### src/rtl/vga_timing_driver_pkg.sv
// Shared constants, colour values, phase enum and phase-step helper for the 640x480@60 VGA timing path.
package vga_timing_pkg;

  localparam int unsigned H_DISP  = 640;
  localparam int unsigned H_FP    = 16;
  localparam int unsigned H_SYNC  = 96;
  localparam int unsigned H_BP    = 48;
  localparam int unsigned H_TOTAL = H_DISP + H_FP + H_SYNC + H_BP;

  localparam int unsigned V_DISP  = 480;
  localparam int unsigned V_FP    = 10;
  localparam int unsigned V_SYNC  = 2;
  localparam int unsigned V_BP    = 33;
  localparam int unsigned V_TOTAL = V_DISP + V_FP + V_SYNC + V_BP;

  localparam int CNT_W = 10;
  localparam int RGB_W = 12;

  localparam logic [RGB_W-1:0] RGB_WHITE = 12'hFFF;
  localparam logic [RGB_W-1:0] RGB_BLACK = 12'h000;
  localparam logic [RGB_W-1:0] RGB_RED   = 12'hF00;
  localparam logic [RGB_W-1:0] RGB_GREEN = 12'h0F0;
  localparam logic [RGB_W-1:0] RGB_BLUE  = 12'h00F;

  typedef enum logic [1:0] {ACTIVE, FP, SYNC, BP} phase_e;

  // Phase for the next count value; each boundary is the first count of the following phase.
  function automatic phase_e phase_next(input phase_e cur, input logic [CNT_W-1:0] cnt_d,
                                        input logic [CNT_W-1:0] disp_end,
                                        input logic [CNT_W-1:0] fp_end,
                                        input logic [CNT_W-1:0] sync_end);
    phase_e nxt;
    nxt = cur;
    case (cur)
      ACTIVE:  if (cnt_d == disp_end) nxt = FP;
      FP:      if (cnt_d == fp_end)   nxt = SYNC;
      SYNC:    if (cnt_d == sync_end) nxt = BP;
      BP:      if (cnt_d == '0)       nxt = ACTIVE;
      default: nxt = ACTIVE;
    endcase
    return nxt;
  endfunction

endpackage

### src/rtl/vga_timing_driver_if.sv
// Pixel request/return bus between the timing driver (master) and the colour stage (slave).
interface vga_timing_driver_if;
  import vga_timing_pkg::*;

  logic [CNT_W-1:0] pixel_xpos;
  logic [CNT_W-1:0] pixel_ypos;
  logic             pixel_req;
  logic [RGB_W-1:0] pixel_data;

  modport master (output pixel_xpos, output pixel_ypos, output pixel_req, input pixel_data);
  modport slave  (input pixel_xpos, input pixel_ypos, input pixel_req, output pixel_data);
endinterface

### src/rtl/vga_timing_driver_delay_line.sv
// Async-reset shift register that aligns sync/enable flags with the colour stage latency.
module vga_delay_line #(
  parameter int WIDTH = 3,
  parameter int DEPTH = 1
) (
  input  logic             clk,
  input  logic             rst_n,
  input  logic [WIDTH-1:0] din,
  output logic [WIDTH-1:0] dout
);

  generate
    if (DEPTH == 0) begin : g_wire
      assign dout = din;
    end else begin : g_shift
      logic [WIDTH-1:0] stage_q [DEPTH];
      logic [WIDTH-1:0] stage_d [DEPTH];

      always_comb begin
        stage_d[0] = din;
        for (int i = 1; i < DEPTH; i++) begin
          stage_d[i] = stage_q[i-1];
        end
      end

      always_ff @(posedge clk or negedge rst_n) begin
        if (!rst_n) begin
          for (int i = 0; i < DEPTH; i++) stage_q[i] <= '0;
        end else begin
          for (int i = 0; i < DEPTH; i++) stage_q[i] <= stage_d[i];
        end
      end

      assign dout = stage_q[DEPTH-1];
    end
  endgenerate

endmodule

### src/rtl/vga_timing_driver.sv
// VGA raster timing generator: requests pixels, realigns sync/blank to returned data, drives the pins.
// Optional frame counter enabled by defining VGA_FRAME_CNT_EN; otherwise frame_cnt is tied to zero.
module vga_timing_driver #(
  parameter int unsigned H_DISP  = vga_timing_pkg::H_DISP,
  parameter int unsigned H_FP    = vga_timing_pkg::H_FP,
  parameter int unsigned H_SYNC  = vga_timing_pkg::H_SYNC,
  parameter int unsigned H_BP    = vga_timing_pkg::H_BP,
  parameter int unsigned V_DISP  = vga_timing_pkg::V_DISP,
  parameter int unsigned V_FP    = vga_timing_pkg::V_FP,
  parameter int unsigned V_SYNC  = vga_timing_pkg::V_SYNC,
  parameter int unsigned V_BP    = vga_timing_pkg::V_BP,
  parameter int          PIX_LAT = 1
) (
  input  logic                 clk_25,
  input  logic                 rst_n,
  vga_timing_driver_if.master  pix,
  output logic                 vga_hs,
  output logic                 vga_vs,
  output logic [11:0]          vga_rgb,
  output logic [15:0]          frame_cnt
);
  import vga_timing_pkg::*;

  localparam logic [CNT_W-1:0] H_DISP_END = CNT_W'(H_DISP);
  localparam logic [CNT_W-1:0] H_FP_END   = CNT_W'(H_DISP + H_FP);
  localparam logic [CNT_W-1:0] H_SYNC_END = CNT_W'(H_DISP + H_FP + H_SYNC);
  localparam logic [CNT_W-1:0] H_LAST     = CNT_W'(H_DISP + H_FP + H_SYNC + H_BP - 1);
  localparam logic [CNT_W-1:0] V_DISP_END = CNT_W'(V_DISP);
  localparam logic [CNT_W-1:0] V_FP_END   = CNT_W'(V_DISP + V_FP);
  localparam logic [CNT_W-1:0] V_SYNC_END = CNT_W'(V_DISP + V_FP + V_SYNC);
  localparam logic [CNT_W-1:0] V_LAST     = CNT_W'(V_DISP + V_FP + V_SYNC + V_BP - 1);

  logic [CNT_W-1:0] h_cnt_q, h_cnt_d, v_cnt_q, v_cnt_d;
  phase_e           h_phase_q, h_phase_d, v_phase_q, v_phase_d;
  logic             h_wrap, v_wrap;
  logic             pixel_req_q, pixel_req_d;
  logic [CNT_W-1:0] xpos_q, xpos_d, ypos_q, ypos_d;
  logic             hs_act_q, hs_act_d, vs_act_q, vs_act_d;
  logic             hs_act_dly, vs_act_dly, de_dly;
  logic             vga_hs_q, vga_hs_d, vga_vs_q, vga_vs_d;
  logic [RGB_W-1:0] vga_rgb_q, vga_rgb_d;

  always_comb begin
    h_wrap    = (h_cnt_q == H_LAST);
    v_wrap    = (v_cnt_q == V_LAST);
    h_cnt_d   = h_wrap ? '0 : h_cnt_q + 1'b1;
    v_cnt_d   = v_cnt_q;
    v_phase_d = v_phase_q;
    if (h_wrap) begin
      v_cnt_d   = v_wrap ? '0 : v_cnt_q + 1'b1;
      v_phase_d = phase_next(v_phase_q, v_cnt_d, V_DISP_END, V_FP_END, V_SYNC_END);
    end
    h_phase_d = phase_next(h_phase_q, h_cnt_d, H_DISP_END, H_FP_END, H_SYNC_END);
  end

  // Request-side outputs are a registered image of the current count, so they lag it by one cycle.
  always_comb begin
    pixel_req_d = (h_phase_q == ACTIVE) && (v_phase_q == ACTIVE);
    xpos_d      = pixel_req_d ? h_cnt_q : '0;
    ypos_d      = pixel_req_d ? v_cnt_q : '0;
    hs_act_d    = (h_phase_q == SYNC);
    vs_act_d    = (v_phase_q == SYNC);
  end

  always_ff @(posedge clk_25 or negedge rst_n) begin
    if (!rst_n) begin
      h_cnt_q     <= '0;
      v_cnt_q     <= '0;
      h_phase_q   <= ACTIVE;
      v_phase_q   <= ACTIVE;
      pixel_req_q <= 1'b0;
      xpos_q      <= '0;
      ypos_q      <= '0;
      hs_act_q    <= 1'b0;
      vs_act_q    <= 1'b0;
    end else begin
      h_cnt_q     <= h_cnt_d;
      v_cnt_q     <= v_cnt_d;
      h_phase_q   <= h_phase_d;
      v_phase_q   <= v_phase_d;
      pixel_req_q <= pixel_req_d;
      xpos_q      <= xpos_d;
      ypos_q      <= ypos_d;
      hs_act_q    <= hs_act_d;
      vs_act_q    <= vs_act_d;
    end
  end

  // Syncs travel active-high so a flushed (all-zero) delay line means "no pulse" at the pins.
  vga_delay_line #(.WIDTH(3), .DEPTH(PIX_LAT)) u_delay (
    .clk   (clk_25),
    .rst_n (rst_n),
    .din   ({hs_act_q, vs_act_q, pixel_req_q}),
    .dout  ({hs_act_dly, vs_act_dly, de_dly})
  );

  always_comb begin
    vga_hs_d  = ~hs_act_dly;
    vga_vs_d  = ~vs_act_dly;
    vga_rgb_d = de_dly ? pix.pixel_data : RGB_BLACK;
  end

  always_ff @(posedge clk_25 or negedge rst_n) begin
    if (!rst_n) begin
      vga_hs_q  <= 1'b1;
      vga_vs_q  <= 1'b1;
      vga_rgb_q <= RGB_BLACK;
    end else begin
      vga_hs_q  <= vga_hs_d;
      vga_vs_q  <= vga_vs_d;
      vga_rgb_q <= vga_rgb_d;
    end
  end

  assign pix.pixel_req  = pixel_req_q;
  assign pix.pixel_xpos = xpos_q;
  assign pix.pixel_ypos = ypos_q;
  assign vga_hs         = vga_hs_q;
  assign vga_vs         = vga_vs_q;
  assign vga_rgb        = vga_rgb_q;

`ifdef VGA_FRAME_CNT_EN
  logic [15:0] frame_cnt_q, frame_cnt_d;

  always_comb begin
    frame_cnt_d = (h_wrap && v_wrap) ? frame_cnt_q + 16'd1 : frame_cnt_q;
  end

  always_ff @(posedge clk_25 or negedge rst_n) begin
    if (!rst_n) frame_cnt_q <= '0;
    else        frame_cnt_q <= frame_cnt_d;
  end

  assign frame_cnt = frame_cnt_q;
`else
  assign frame_cnt = 16'h0000;
`endif

endmodule

### src/flat_wrapper.sv
// flat-port wrapper written by rule: the top's interface ports become plain ports
module vga_timing_driver_flat import vga_timing_pkg::*;
#(
  parameter int unsigned H_DISP  = vga_timing_pkg::H_DISP,
  parameter int unsigned H_FP    = vga_timing_pkg::H_FP,
  parameter int unsigned H_SYNC  = vga_timing_pkg::H_SYNC,
  parameter int unsigned H_BP    = vga_timing_pkg::H_BP,
  parameter int unsigned V_DISP  = vga_timing_pkg::V_DISP,
  parameter int unsigned V_FP    = vga_timing_pkg::V_FP,
  parameter int unsigned V_SYNC  = vga_timing_pkg::V_SYNC,
  parameter int unsigned V_BP    = vga_timing_pkg::V_BP,
  parameter int          PIX_LAT = 1
)
  (clk_25, rst_n, vga_hs, vga_vs, vga_rgb, frame_cnt, pix_pixel_xpos, pix_pixel_ypos, pix_pixel_req, pix_pixel_data);
  vga_timing_driver_if pix_i ();
  input  logic clk_25;
  input  logic rst_n;
  output logic vga_hs;
  output logic vga_vs;
  output logic [11:0] vga_rgb;
  output logic [15:0] frame_cnt;
  output wire logic [$bits(pix_i.pixel_xpos)-1:0] pix_pixel_xpos;
  output wire logic [$bits(pix_i.pixel_ypos)-1:0] pix_pixel_ypos;
  output wire logic [$bits(pix_i.pixel_req)-1:0] pix_pixel_req;
  input wire logic [$bits(pix_i.pixel_data)-1:0] pix_pixel_data;
  assign pix_pixel_xpos = pix_i.pixel_xpos;
  assign pix_pixel_ypos = pix_i.pixel_ypos;
  assign pix_pixel_req = pix_i.pixel_req;
  assign pix_i.pixel_data = pix_pixel_data;
  vga_timing_driver #(.H_DISP(H_DISP), .H_FP(H_FP), .H_SYNC(H_SYNC), .H_BP(H_BP), .V_DISP(V_DISP), .V_FP(V_FP), .V_SYNC(V_SYNC), .V_BP(V_BP), .PIX_LAT(PIX_LAT)) u_core (.clk_25(clk_25), .rst_n(rst_n), .pix(pix_i), .vga_hs(vga_hs), .vga_vs(vga_vs), .vga_rgb(vga_rgb), .frame_cnt(frame_cnt));
endmodule
### config.mk
export PLATFORM = sky130hd
export DESIGN_NAME = vga_timing_driver_flat
export DESIGN_NICKNAME = d
export VERILOG_FILES = /design/src/rtl/vga_timing_driver_pkg.sv /design/src/rtl/vga_timing_driver_if.sv /design/src/rtl/vga_timing_driver_delay_line.sv /design/src/rtl/vga_timing_driver.sv /design/src/flat_wrapper.sv
export SDC_FILE = /design/constraint.sdc
export NUM_CORES = 1
export LEC_CHECK = 0
export CORE_MARGIN = 2
export CORE_UTILIZATION = 30
export DETAILED_ROUTE_END_ITERATION = 6
export HOLD_SLACK_MARGIN = 0.02
export PLACE_DENSITY = 0.53
export SLEW_MARGIN = 10
export SYNTH_ARGS = -nofsm -noshare
export SYNTH_HDL_FRONTEND = slang
export SYNTH_SLANG_ARGS = --single-unit
### constraint.sdc
create_clock -name clk_25 -period 3.3 [get_ports clk_25]
set_clock_uncertainty 0.15 [all_clocks]
set_input_delay 0.99 -clock clk_25 [delete_from_list [all_inputs] [get_ports clk_25]]
set_output_delay 0.99 -clock clk_25 [all_outputs]
set_load 0.02 [all_outputs]
==> metrics.txt <==
status=finished, final reports clean; combinational family with the most area after synthesis=simple AND/OR/NAND/NOR gates; initial DRC count=158; CP arrival=3.09 ns; leakage=~1.7 nW; Synth top area share=around half; Resized cells post-CTS=0; GPL Wtd Cong=0.810; CTS Hold Buffers Added=0; crit-path max FO=7; CP endpoint kind=register; sequential area share after synthesis=about half; ys async rst share=between 90% and 100%; vias=2182; I/O pins=65; Max Slew Vio Count=0; Placed Cells=462; DRT Pass-1 Iters=4; CP endpoint=u_core.v_phase_q[1]$_DFFE_PN0P_; Syn Std Cell Area=3140 um^2; Die Y=106 um; Worst Setup SP=u_core.v_cnt_q[0]$_DFFE_PN0N_; count of final setup violators=0; Final WS setup=~0.28 ns; first-pass GRT wire length=about 10000 um; routed wire length=5950 um; Tot GR Track Use=11.4%; setup bufs post-CTS=0; Crit Path Category=reg2reg; fin cells=478; fin nets=~360; post-route cell area=3850 um^2; Synth area leaders=dfrtp_1 49%, ha_1 4.8%, and3_1 4.2%; Post-synth top cells=62 x dfrtp_1, 22 x nand2_1, 21 x and3_1, 17 x buf_4; layout cell share with drive strength beyond 1=9.94%; count leader, synth=dfrtp_1; antenna fix cells=0; core area=10200 um^2; cts bufs inserted=9; WP data required=~3.4 ns; DR vias/cell=4.56; Int Pwr=0.00125 W; HP Class=reg2reg; clock slew at reported path FFs=0.08 ns; Clk Latency, worst-skew pair=between 0.3 and 0.4 ns; crit path launch type=register; Cell Rows=37; vias in the first global route=between 2000 and 2500; Max clock buf depth=2; fraction of synthesized area in multiplexers=2.11%; Initial Util=a little under a third; clk root buf=clkbuf_8; leading register cell type out of synthesis=dfrtp_1; DP Wirelength=3920 um; synthesized instance count=about 300; worst r2r src=u_core.v_cnt_q[0]$_DFFE_PN0N_; post-synthesis area per instance=10.6 um^2; MaxCap Viol Count=0; Simple-Gate Fraction of Synth Area=20.0%; clock share of power=between 40 and 50%; Comb power frac=around 4.7%; Syn. warnings=0; WL per Instance=12.4 um; total grt overflow=0; Sw Ratio=between 20% and 30%; NetSw=0.000370 W; Die ar.=11300 um^2; # DRC=0; Yosys reg bits=64; largest net degree at the start of global routing=between 60 and 70; max frequency=332 MHz; largest area contributor in the netlist=dfrtp_1; Die X=106 um; Area Growth Syn to Fin=22.7%; worst reg2reg setup slack=between 0.2 and 0.3 ns; Max-slew headroom=a little under half; Final Cycle Share=between 90 and 100%; CTS H-Tree Depth=3; final antenna-violating net count=0; initial antenna violation count=0; Synth Area in XOR/XNOR=5.58%; Tmin final=between 3 and 4 ns; PD cells=420 nW/um^2; placed cell areas=3630 um^2; FF-to-FF End=u_core.v_phase_q[1]$_DFFE_PN0P_; Adder-Cell Fraction of Synth Area=4.78%; Hold Path Origin=u_core.u_delay.dout[2]$_DFF_PN0_; Unique masters post-synth=55; R2R depth=8; Max VDD drop=0.155 mV; IO Port Bufs=48; # clock sinks=64; Final Hold Vio Count=0; Post-synth EDFFs=0; Setup TNS Final=0 ns; unrepaired setup endpoints after global routing=false; dpl ws=around 0.33 ns; Seq pwr share=49.0%; TritonCTS clock tree=done; complex-gate fraction of the synthesized area=under 10%; Slew @ Worst Pin=0.787 ns
-- through the flow --
stage	power (W)	hold WS, ns	util, %
final	0.00162	0.204	37.7
after floorplan	0.000854	0.181	-
after CTS	0.00164	0.207	37.7
after detailed placement	0.000885	0.190	35.5
after global routing	0.00168	0.223	37.7
after global placement	0.000886	0.188	35.5
-- area by class of cell --
class / count / area [um^2]
multi-input combinational: 200 / 1310
fill: 992 / 6380
sequential: 64 / 1600
clock inverter: 7 / 95.1
tap: 136 / 170
inverter: 9 / 33.8
timing repair buffer: 53 / 513
clock buffer: 9 / 124
-- layout by cell type (no fill, tap or decap), types with 4 or more instances in the layout --
cell / netlist / routed
nor2_1: 13 / 13
o21ai_0: 9 / 9
and2_1: 15 / 15
clkdlybuf4s50_1: 0 / 47
a21oi_1: 4 / 4
nand2_1: 22 / 22
nand4_1: 4 / 4
conb_1: 1 / 16
a31oi_1: 4 / 4
xnor2_1: 11 / 11
ha_1: 12 / 12
dfrtp_1: 62 / 62
buf_4: 17 / 5
inv_1: 9 / 9
xor2_1: 9 / 9
nand3_1: 12 / 12
and3_1: 21 / 21
mux2i_1: 4 / 4
clkbuf_8: 2 / 9
-- state kept, by name (all words and copies together) (netlist names), 2 cells and up --
name and cells:
u_core.v_cnt_q 10, u_core.v_phase_q 2, u_core.pix.pixel_xpos 10, u_core.h_cnt_q 10
u_core.u_delay.dout 3, u_core.pix.pixel_ypos 10, u_core.h_phase_q 2, u_core.vga_rgb 12
-- cells by family after synthesis --
group	after synthesis
buffers and inverters	48
and+or+nand+nor	112
adders and majority gates	12
muxes	6
AOI/OAI and AO/OA	34
xor gates and xnor gates	20
DFF	64
other	1
-- how the worst min path moves through the flow --
| stage | slack [ns] | end | cells after the start |
|---|---|---|---|
| finish | 0.20 | u_core.vga_hs$_DFF_PN1_ | 1 |
| global route | 0.22 | u_core.vga_vs$_DFF_PN1_ | 1 |
| CTS | 0.21 | u_core.u_delay.dout[2]$_DFF_PN0_ | 0 |
| detailed placement | 0.19 | u_core.u_delay.dout[2]$_DFF_PN0_ | 0 |
| global placement | 0.19 | u_core.u_delay.dout[1]$_DFF_PN0_ | 0 |
| floorplan | 0.18 | u_core.u_delay.dout[1]$_DFF_PN0_ | 0 |
-- per-layer routing --
metal | track usage, % | share of wire, %
met5 | 0 | 0
met4 | 5.36 | 1.6
met3 | 3.31 | 6.7
met2 | 17.5 | 45
met1 | 14.7 | 47
-- critical path, cell delays in order (launching register included) --
cell      delay [ns]
dfrtp_1         0.45
inv_1           0.14
ha_1            0.38
or3_1           0.40
a2111o_1        0.41
or4_1           0.40
o21ai_1         0.11
nand4_2         0.15
mux2_4          0.32
-- power by group through the flow --
stage	combinational [W]	sequential (W)	clock [W]
2_1_floorplan	0.0000353	0.000819	0
3_3_place_gp	0.0000775	0.000808	0
3_5_place_dp	0.0000770	0.000808	0
4_1_cts	0.0000775	0.000793	0.000769
5_1_grt	0.0000829	0.000794	0.000805
6_report	0.0000754	0.000793	0.000749
Note: power is estimated with default switching activity, not from simulation.
